[src/rtl/ctrl_pipe_chain.sv]
// ctrl_pipe_chain
// Carries the decoded control bundle, valid bit and destination register from
// ID through DEPTH downstream stages. Also produces the load-use stall, applies
// the branch flush to the stage-1 capture, generates forwarding selects for the
// two ID source operands and keeps a saturating count of inserted bubbles.
module ctrl_pipe_chain #(
  parameter int CTRL_W   = 12,
  parameter int RD_W     = 4,
  parameter int DEPTH    = 3,
  parameter int LOAD_BIT = 0,
  parameter int RFE_BIT  = 1,
  localparam int SEL_W   = $clog2(DEPTH + 1)
) (
  input  logic                    clk,
  input  logic                    reset,
  input  logic                    id_valid,
  input  logic [CTRL_W-1:0]       id_ctrl,
  input  logic [RD_W-1:0]         id_rd,
  input  logic [RD_W-1:0]         id_rn,
  input  logic [RD_W-1:0]         id_rm,
  input  logic                    id_rn_use,
  input  logic                    id_rm_use,
  input  logic                    flush,
  output logic                    stall_out,
  output logic [DEPTH-1:0]        stg_valid,
  output logic [DEPTH*CTRL_W-1:0] stg_ctrl,
  output logic [DEPTH*RD_W-1:0]   stg_rd,
  output logic [SEL_W-1:0]        fwd_rn_sel,
  output logic [SEL_W-1:0]        fwd_rm_sel,
  output logic [15:0]             bubble_cnt
);

  localparam logic [15:0] CNT_MAX = 16'hFFFF;

  // Stage registers; array index 0 is stage 1 (EX), index DEPTH-1 is stage DEPTH.
  logic [DEPTH-1:0]  valid_q, valid_d;
  logic [CTRL_W-1:0] ctrl_q [DEPTH];
  logic [CTRL_W-1:0] ctrl_d [DEPTH];
  logic [RD_W-1:0]   rd_q   [DEPTH];
  logic [RD_W-1:0]   rd_d   [DEPTH];
  logic [15:0]       bubble_cnt_q, bubble_cnt_d;

  // Per-stage "this stage writes the register read by rn / rm" flags.
  logic [DEPTH-1:0]  rn_hit;
  logic [DEPTH-1:0]  rm_hit;

  logic              ex_is_load;
  logic              rn_load_hit;
  logic              rm_load_hit;
  logic              hazard;
  logic              stall;
  logic              bubble_now;

  // Youngest (lowest-numbered) matching stage, 0 when nothing matches.
  function automatic logic [SEL_W-1:0] youngest_hit(input logic [DEPTH-1:0] hit);
    logic [SEL_W-1:0] sel;
    sel = '0;
    for (int k = DEPTH - 1; k >= 0; k--) begin
      if (hit[k]) begin
        sel = SEL_W'(k + 1);
      end
    end
    return sel;
  endfunction

  // Writer match per stage, and output packing of every stage register.
  generate
    for (genvar gi = 0; gi < DEPTH; gi++) begin : g_stage
      assign rn_hit[gi] = valid_q[gi] & ctrl_q[gi][RFE_BIT] & (rd_q[gi] == id_rn);
      assign rm_hit[gi] = valid_q[gi] & ctrl_q[gi][RFE_BIT] & (rd_q[gi] == id_rm);
      assign stg_valid[gi]                   = valid_q[gi];
      assign stg_ctrl[gi*CTRL_W +: CTRL_W]   = ctrl_q[gi];
      assign stg_rd[gi*RD_W +: RD_W]         = rd_q[gi];
    end
  endgenerate

  // Load-use hazard: a used source depends on the load currently in stage 1.
  always_comb begin
    ex_is_load  = valid_q[0] & ctrl_q[0][LOAD_BIT];
    rn_load_hit = id_rn_use & rn_hit[0] & ex_is_load;
    rm_load_hit = id_rm_use & rm_hit[0] & ex_is_load;
    hazard      = id_valid & (rn_load_hit | rm_load_hit);
    // A flush already kills the ID instruction, so stalling it is pointless.
    stall       = hazard & ~flush;
    bubble_now  = flush | stall;
  end

  assign stall_out = stall;

  // Forwarding selects; a stage-1 load hides older writers of the same register.
  always_comb begin
    fwd_rn_sel = '0;
    fwd_rm_sel = '0;
    if (!stall) begin
      if (id_rn_use && !(rn_hit[0] && ex_is_load)) begin
        fwd_rn_sel = youngest_hit(rn_hit);
      end
      if (id_rm_use && !(rm_hit[0] && ex_is_load)) begin
        fwd_rm_sel = youngest_hit(rm_hit);
      end
    end
  end

  // Stage-1 capture or bubble; every older stage just takes its predecessor.
  always_comb begin
    valid_d[0] = 1'b0;
    ctrl_d[0]  = '0;
    rd_d[0]    = '0;
    if (!bubble_now && id_valid) begin
      valid_d[0] = 1'b1;
      ctrl_d[0]  = id_ctrl;
      rd_d[0]    = id_rd;
    end
    for (int k = 1; k < DEPTH; k++) begin
      valid_d[k] = valid_q[k-1];
      ctrl_d[k]  = ctrl_q[k-1];
      rd_d[k]    = rd_q[k-1];
    end
  end

  // Saturating bubble counter next state.
  always_comb begin
    bubble_cnt_d = bubble_cnt_q;
    if (bubble_now && (bubble_cnt_q != CNT_MAX)) begin
      bubble_cnt_d = bubble_cnt_q + 16'd1;
    end
  end

  // State registers; reset discards all in-flight entries and the count.
  always_ff @(posedge clk) begin
    if (!reset) begin
      valid_q      <= '0;
      bubble_cnt_q <= '0;
      for (int k = 0; k < DEPTH; k++) begin
        ctrl_q[k] <= '0;
        rd_q[k]   <= '0;
      end
    end else begin
      valid_q      <= valid_d;
      bubble_cnt_q <= bubble_cnt_d;
      for (int k = 0; k < DEPTH; k++) begin
        ctrl_q[k] <= ctrl_d[k];
        rd_q[k]   <= rd_d[k];
      end
    end
  end

  assign bubble_cnt = bubble_cnt_q;

endmodule

[config.mk]
export PLATFORM = sky130hd
export DESIGN_NAME = ctrl_pipe_chain
export DESIGN_NICKNAME = d
export VERILOG_FILES = /design/src/rtl/ctrl_pipe_chain.sv
export SDC_FILE = /design/constraint.sdc
export NUM_CORES = 1
export LEC_CHECK = 0
export BUFFER_PORTS_ARGS = -buffer_cell sky130_fd_sc_hd__buf_4
export CAP_MARGIN = 10
export CORE_ASPECT_RATIO = 1.5
export CORE_MARGIN = 2
export CORE_UTILIZATION = 47
export CTS_BUF_LIST = sky130_fd_sc_hd__clkbuf_2
export CTS_CLUSTER_DIAMETER = 80
export CTS_CLUSTER_SIZE = 30
export DETAILED_ROUTE_END_ITERATION = 6
export PLACE_DENSITY_LB_ADDON = 0.1
export SLEW_MARGIN = 40
export SYNTH_ARGS = -nofsm -noshare
export SYNTH_HDL_FRONTEND = slang
export SYNTH_SLANG_ARGS = --single-unit
[constraint.sdc]
create_clock -name clk -period 2.2 [get_ports clk]
set_input_delay 0.11 -clock clk [delete_from_list [all_inputs] [get_ports clk]]
set_output_delay 0.11 -clock clk [all_outputs]
set_load 0.02 [all_outputs]
==> impl_results.md, run 1 <==
- Die span in y: 94.4 microns
- Max-slew violations: 0
- Post-Synthesis Cell Area: 2560 sq um
- Initial Util: 49.2%
- TritonCTS clock tree: yes
- Pre-antenna DRT Iters: 4
- Hold Fails Final Rpt: 0
- WP data arrival: 2090 ps
- Drt drc: 0
- Status: finished clean
- Drt initial violations: 176
- Global-route wire length before repair: 9700 microns
- GRT Total Usage: 21.1%
- Root buffer selected by CTS: clkbuf_2
- # rows: 32
- Critical path fanouts, max: 4
- RD Place Congestion: 0.812
- Number of global-route vias before repair: 2088
- Global route total overflow: 0
- Worst setup SP type: register
- Synth warn: 0
- Main synth FF type: dfxtp_1
- Worst hold-check path type: input port to register
- Buf/Inv on CP: 1
- Port bufs: 101
- P per Cell Area: 604 nW/um^2
- Width of the die: 64.3 microns
- RSZ-0062 raised after global routing: true
- Netlist cell types: 34
- Setup-failing EPs final: 0
- Leakage power figure: 0.00163 uW
- Diode count: 0
- Nets: 423
- Fin Hold WS: 334 ps
- Required time of the critical path: 2090 ps
- Synthesized area per cell: 9.70 sq um
- Post-DP HPWL: 4320 microns
- Layout cells sized above 1: 36.1%
- Post-DR vias/cell: 4.95
- Largest net degree at the start of global routing: 43
- Measured slew at the worst slew-check pin: 466 ps
- Setup crit end kind: primary output
- Via count: 2297
- Post-synth EDFFs: 0
- Period utilization: 99.8%
- Final WL: 6190 microns
- Bufs on Longest Clock Path: 2
- Peak supply drop: 0.000450 V
- Area of the core: 5200 sq um
- Overall die area: 6070 sq um
- #FFs+latches synth: 67
- Min Tclk post-route: 2200 ps
- Worst setup margin: 3.80 ps
- Clk_lat worst skew: 510 ps
- Max-slew headroom: 68.9%
- Setup Skew: 31.0 ps
- CP Cell Sequence: xor2_2, or3_4, o22ai_4, nand3b_1, nand2_1, a211oi_1, buf_4
- Finished Cell Area: 3790 sq um
- Max Cap Violations: 0
- Area grow syn2layout: 48.1%
- CTS clk-pin slew, worst paths: 200 ps
- Worst Setup Path Type: register to primary output
- Clk sinks: 67
- Placed inst area: 3380 sq um
- Post-route ant nets: 0
- Post-synth ARST share: 0%
- Cell count after synthesis: 264
- I/O Pins: 102
- Slowest CP cell: dfxtp_4
- Initial antenna violation count: 0
- H-tree depth: 3
- Fmax: 455 MHz
- R2R setup slack: 70 ps
- Crit path max-delay family: simple AND/OR/NAND/NOR gates
- Routed len/inst: 13.3 microns
- CTS buffer count: 9
- CP max stage delay: 390 ps
- Register area share after synthesis: 52.4%
- Syn Nets: 295
- Worst slack at placement: 144 ps
==> state kept, by name, indices dropped and copies added, names as in the netlist <==
signal      flops
ctrl_q         36
rd_q           12
stg_valid       3
bubble_cnt     16
==> layout make-up <==
type	instances	area (sq um)
fill	414	1410
sequential	67	1350
multi-input combinational	181	1190
timing repair buffer	127	1010
clock inverter	6	90.1
tap	68	85.1
clock buffer	9	45.0
inverter	6	22.5
==> power breakdown <==
group          switching [uW]  internal, uW  total (uW)
clock                     442           373         815
combinational             103           117         221
sequential               17.2          1240        1250
total                     563          1730        2290
==> placed cells by master (no fill, tap or decap), types with 4 or more instances in the layout <==
| cell | n |
|---|---|
| or3_1 | 8 |
| xor2_1 | 8 |
| a21oi_1 | 11 |
| xnor2_1 | 14 |
| nand2_1 | 15 |
| a21oi_2 | 4 |
| nand4_1 | 7 |
| inv_1 | 5 |
| o31ai_1 | 4 |
| and2_1 | 49 |
| nand3_1 | 11 |
| nor2_1 | 7 |
| o21ai_0 | 9 |
| dlygate4sd3_1 | 19 |
| dfxtp_1 | 63 |
| clkbuf_2 | 9 |
| buf_4 | 105 |
==> per-layer routing <==
| layer | up-vias | global-route usage (%) | part of all wire [%] |
|---|---|---|---|
| met4 | 0 | 12.6 | 2.4 |
| met3 | 14 | 5.48 | 5.8 |
| met5 | - | 0 | 0 |
| met2 | 91 | 37.2 | 53 |
| met1 | 1041 | 22.6 | 38 |
| li1 | 1151 | - | - |
==> worst min-delay path, stage by stage <==
cell and delay, ps:
dlygate4sd3_1 530, buf_4 100, and2_1 100
==> path summary, 6_finish.rpt <==
check	from	to	depth (start not counted)
setup reg to reg	rd_q[0][1]$_SDFF_PN0_	bubble_cnt[8]$_SDFFE_PN0P_	9
setup / recovery	rd_q[0][1]$_SDFF_PN0_	fwd_rn_sel[1]	7
hold / removal	id_ctrl[7]	ctrl_q[0][7]$_SDFF_PN0_	3
hold reg to reg	ctrl_q[0][16]$_SDFF_PN0_	ctrl_q[0][28]$_SDFF_PN0_	1
==> logic make-up after synthesis <==
| group | after synthesis | synth area share (%) |
|---|---|---|
| buf+inv | 16 | 2.74 |
| flops | 67 | 52.4 |
| fa+ha+maj | 1 | 0.488 |
| simple gates | 119 | 26.6 |
| xor+xnor | 23 | 7.87 |
| compound gates | 36 | 9.18 |
| mux | 2 | 0.782 |
==> synthesized netlist by cell type, types with 3 or more instances <==
library cell | count | area (sq um)
a21oi_1 | 13 | 65.1
nand3_1 | 11 | 55.1
o21ai_0 | 9 | 45.0
clkbuf_1 | 6 | 22.5
dfxtp_1 | 67 | 1340
and2_1 | 49 | 307
or3_1 | 8 | 50.1
xnor2_1 | 14 | 123
or4_1 | 4 | 30.0
nor2_1 | 8 | 30.0
nand4_1 | 7 | 43.8
xor2_1 | 9 | 78.8
nand2_1 | 16 | 60.1
nor3_1 | 4 | 20.0
o31ai_1 | 4 | 30.0
and3_1 | 3 | 18.8
inv_1 | 6 | 22.5
==> timing repair <==
action | 4_1_cts | 5_1_grt
endpoints found under the setup margin | 4 | 4
hold buffers | 17 | 2
resized for setup | 3 | 15
endpoints found under the hold margin | 16 | 3
buffers inserted | 2 | 2
pin swaps | 5 | 4
==> stage by stage <==
step | total power, uW | utilization [%] | cells | setup TNS, ps
2_1_floorplan | 1370 | - | 264 | 0
3_3_place_gp | 1460 | 64.9 | 426 | 0
3_5_place_dp | 1470 | 64.9 | 426 | 0
4_1_cts | 2290 | 71.2 | 460 | -17.5
5_1_grt | 2380 | 72.9 | 464 | -646
6_report | 2290 | 72.9 | 464 | 0
(Power assumes the default switching activity.)
==> run 2: changes to the inputs <==
--- a/config.mk
+++ b/config.mk
@@ -15,6 +15,7 @@
 export CTS_CLUSTER_SIZE = 30
 export DETAILED_ROUTE_END_ITERATION = 6
 export PLACE_DENSITY_LB_ADDON = 0.1
+export SETUP_SLACK_MARGIN = 0.5
 export SLEW_MARGIN = 40
 export SYNTH_ARGS = -nofsm -noshare
 export SYNTH_HDL_FRONTEND = slang
==> impl_results.md, run 2 (synthesis gave the netlist of run 1 again) <==
- Status: finished with violations
- Failing checks: negative setup slack
- Post-DP HPWL: 4540 microns
- TritonCTS clock tree: yes
- P_int: 1850 uW
- Final WL: 6540 microns
- Clk_lat worst skew: 520 ps
- Switching Fraction: 24.0%
- Period utilization: 101%
- Min Tclk post-route: 2230 ps
- Nets: 426
- Worst Setup Path Type: register to primary output
- Final Util: 75.5%
- R2R setup slack: 150 ps
- Area grow syn2layout: 53.4%
- Fmax: 448 MHz
- Most frequent cells in the layout: buf_4 (109), dfxtp_1 (51), and2_1 (49)
- Setup-failing EPs final: 4
- Number of global-route vias before repair: 2308
- GRT Total Usage: 22.0%
- RD Place Congestion: 0.814
- Measured slew at the worst slew-check pin: 455 ps
- Max-slew violations: 0
- Post-DR vias/cell: 5.08
- Setup crit end kind: primary output
- Root buffer selected by CTS: clkbuf_2
- Global-route wire length before repair: 10200 microns
- # rows: 32
- Finished Cell Area: 3930 sq um
- Drt drc: 0
- I/O Pins: 102
- Initial antenna violation count: 0
- Area of the core: 5200 sq um
- Clk sinks: 67
- Peak supply drop: 0.000584 V
- RSZ-0062 raised after global routing: true
- Clock share of power: 38.7%
- Largest Register: ctrl_q
- Switching Power: 585 uW
- Max Cap Violations: 0
- Diode count: 0
- Port bufs: 101
- Max FFs per register: 36
- P per Cell Area: 619 nW/um^2
- Worst hold-check path type: input port to register
- Largest net degree at the start of global routing: 43
- Most common cell after layout, fill and taps aside: buf_4
- Worst setup margin: -30.6 ps
- Routed len/inst: 14.0 microns
- Leakage power figure: 0.00168 uW
- Global route total overflow: 0
- Width of the die: 64.3 microns
- Post-route ant nets: 0
- Setup Skew: 24.9 ps
- # fillers: 395
- CTS buffer count: 9
- Worst setup SP type: register
- H-tree depth: 3
- Hold Fails Final Rpt: 0
- Pre-antenna DRT Iters: 4
- WP data arrival: 2120 ps
- Drt initial violations: 77
- Worst slack at placement: 185 ps
- Placed inst area: 3420 sq um
- Critical path fanouts, max: 3
- Bufs on Longest Clock Path: 2
- Die span in y: 94.4 microns
- CTS clk-pin slew, worst paths: 180 ps
- Overall die area: 6070 sq um
- Max-slew headroom: 69.6%
- Via count: 2371
- Gate power share: 9.8%
- Reg power frac: 51.5%
- Required time of the critical path: 2090 ps
- Layout cells sized above 1: 41.6%
- Initial Util: 49.2%
-- run 2: worst paths after layout --
path / from / end / depth (start not counted)
worst min-delay path: id_valid / stg_valid[0]$_SDFF_PN0_ / 4
worst max-delay path: rd_q[0][1]$_SDFF_PN0_ / fwd_rm_sel[0] / 7
worst min register to register: ctrl_q[0][10]$_SDFF_PN0_ / ctrl_q[0][22]$_SDFF_PN0_ / 1
worst max register to register: rd_q[0][1]$_SDFF_PN0_ / bubble_cnt[8]$_SDFFE_PN0P_ / 8
-- run 2: stage by stage --
stage               setup TNS (ps)  total power, uW  instances  hold slack [ps]
global route                  -353             2520        467             62.6
floorplan                        0             1370        264              231
CTS                          -1.33             2440        466             50.0
global placement                 0             1470        426              312
finish                       -80.9             2430        467             50.9
detailed placement               0             1470        426              315
-- run 2: worst max-delay path, stage by stage (launching register included) --
cell	delay (ps)
dfxtp_4	400
xor2_2	140
or3_4	370
o22ai_4	160
nand3b_1	160
nand2_1	140
nor2_1	80
buf_4	160
-- run 2: final cells by class --
class | instances | area, sq um | share of cell area [%]
Clock inverter | 6 | 115 | 2.93
Timing Repair Buffer | 130 | 1030 | 26.3
Clock buffer | 9 | 45.0 | 1.15
Tap cell | 68 | 85.1 | 2.16
Inverter | 6 | 22.5 | 0.573
Multi-Input combinational cell | 181 | 1260 | 32.1
Sequential cell | 67 | 1370 | 34.8
-- run 2: repair_timing --
item,4_1_cts,5_1_grt
cloned,1,0
pin swaps,3,1
endpoints found under the setup margin,23,37
hold buffers,18,0
endpoints found under the hold margin,18,0
gates resized for setup,16,14
buffers inserted,6,1
-- run 2: power by group through the flow --
| stage | sequential, uW | combinational [uW] | clock, uW |
|---|---|---|---|
| after floorplan | 1300 | 71.9 | 0 |
| after global placement | 1280 | 189 | 0 |
| after detailed placement | 1280 | 193 | 0 |
| after CTS | 1250 | 232 | 955 |
| after global routing | 1260 | 254 | 1010 |
| final | 1250 | 238 | 942 |
-- run 2: metal layers --
layer	vias up	global-route usage, %	share of wire (%)
li1	1164	-	-
met1	1108	21.7	36
met2	81	40.5	54
met3	18	6.56	6.6
met4	0	12.6	3.3
met5	-	0	0
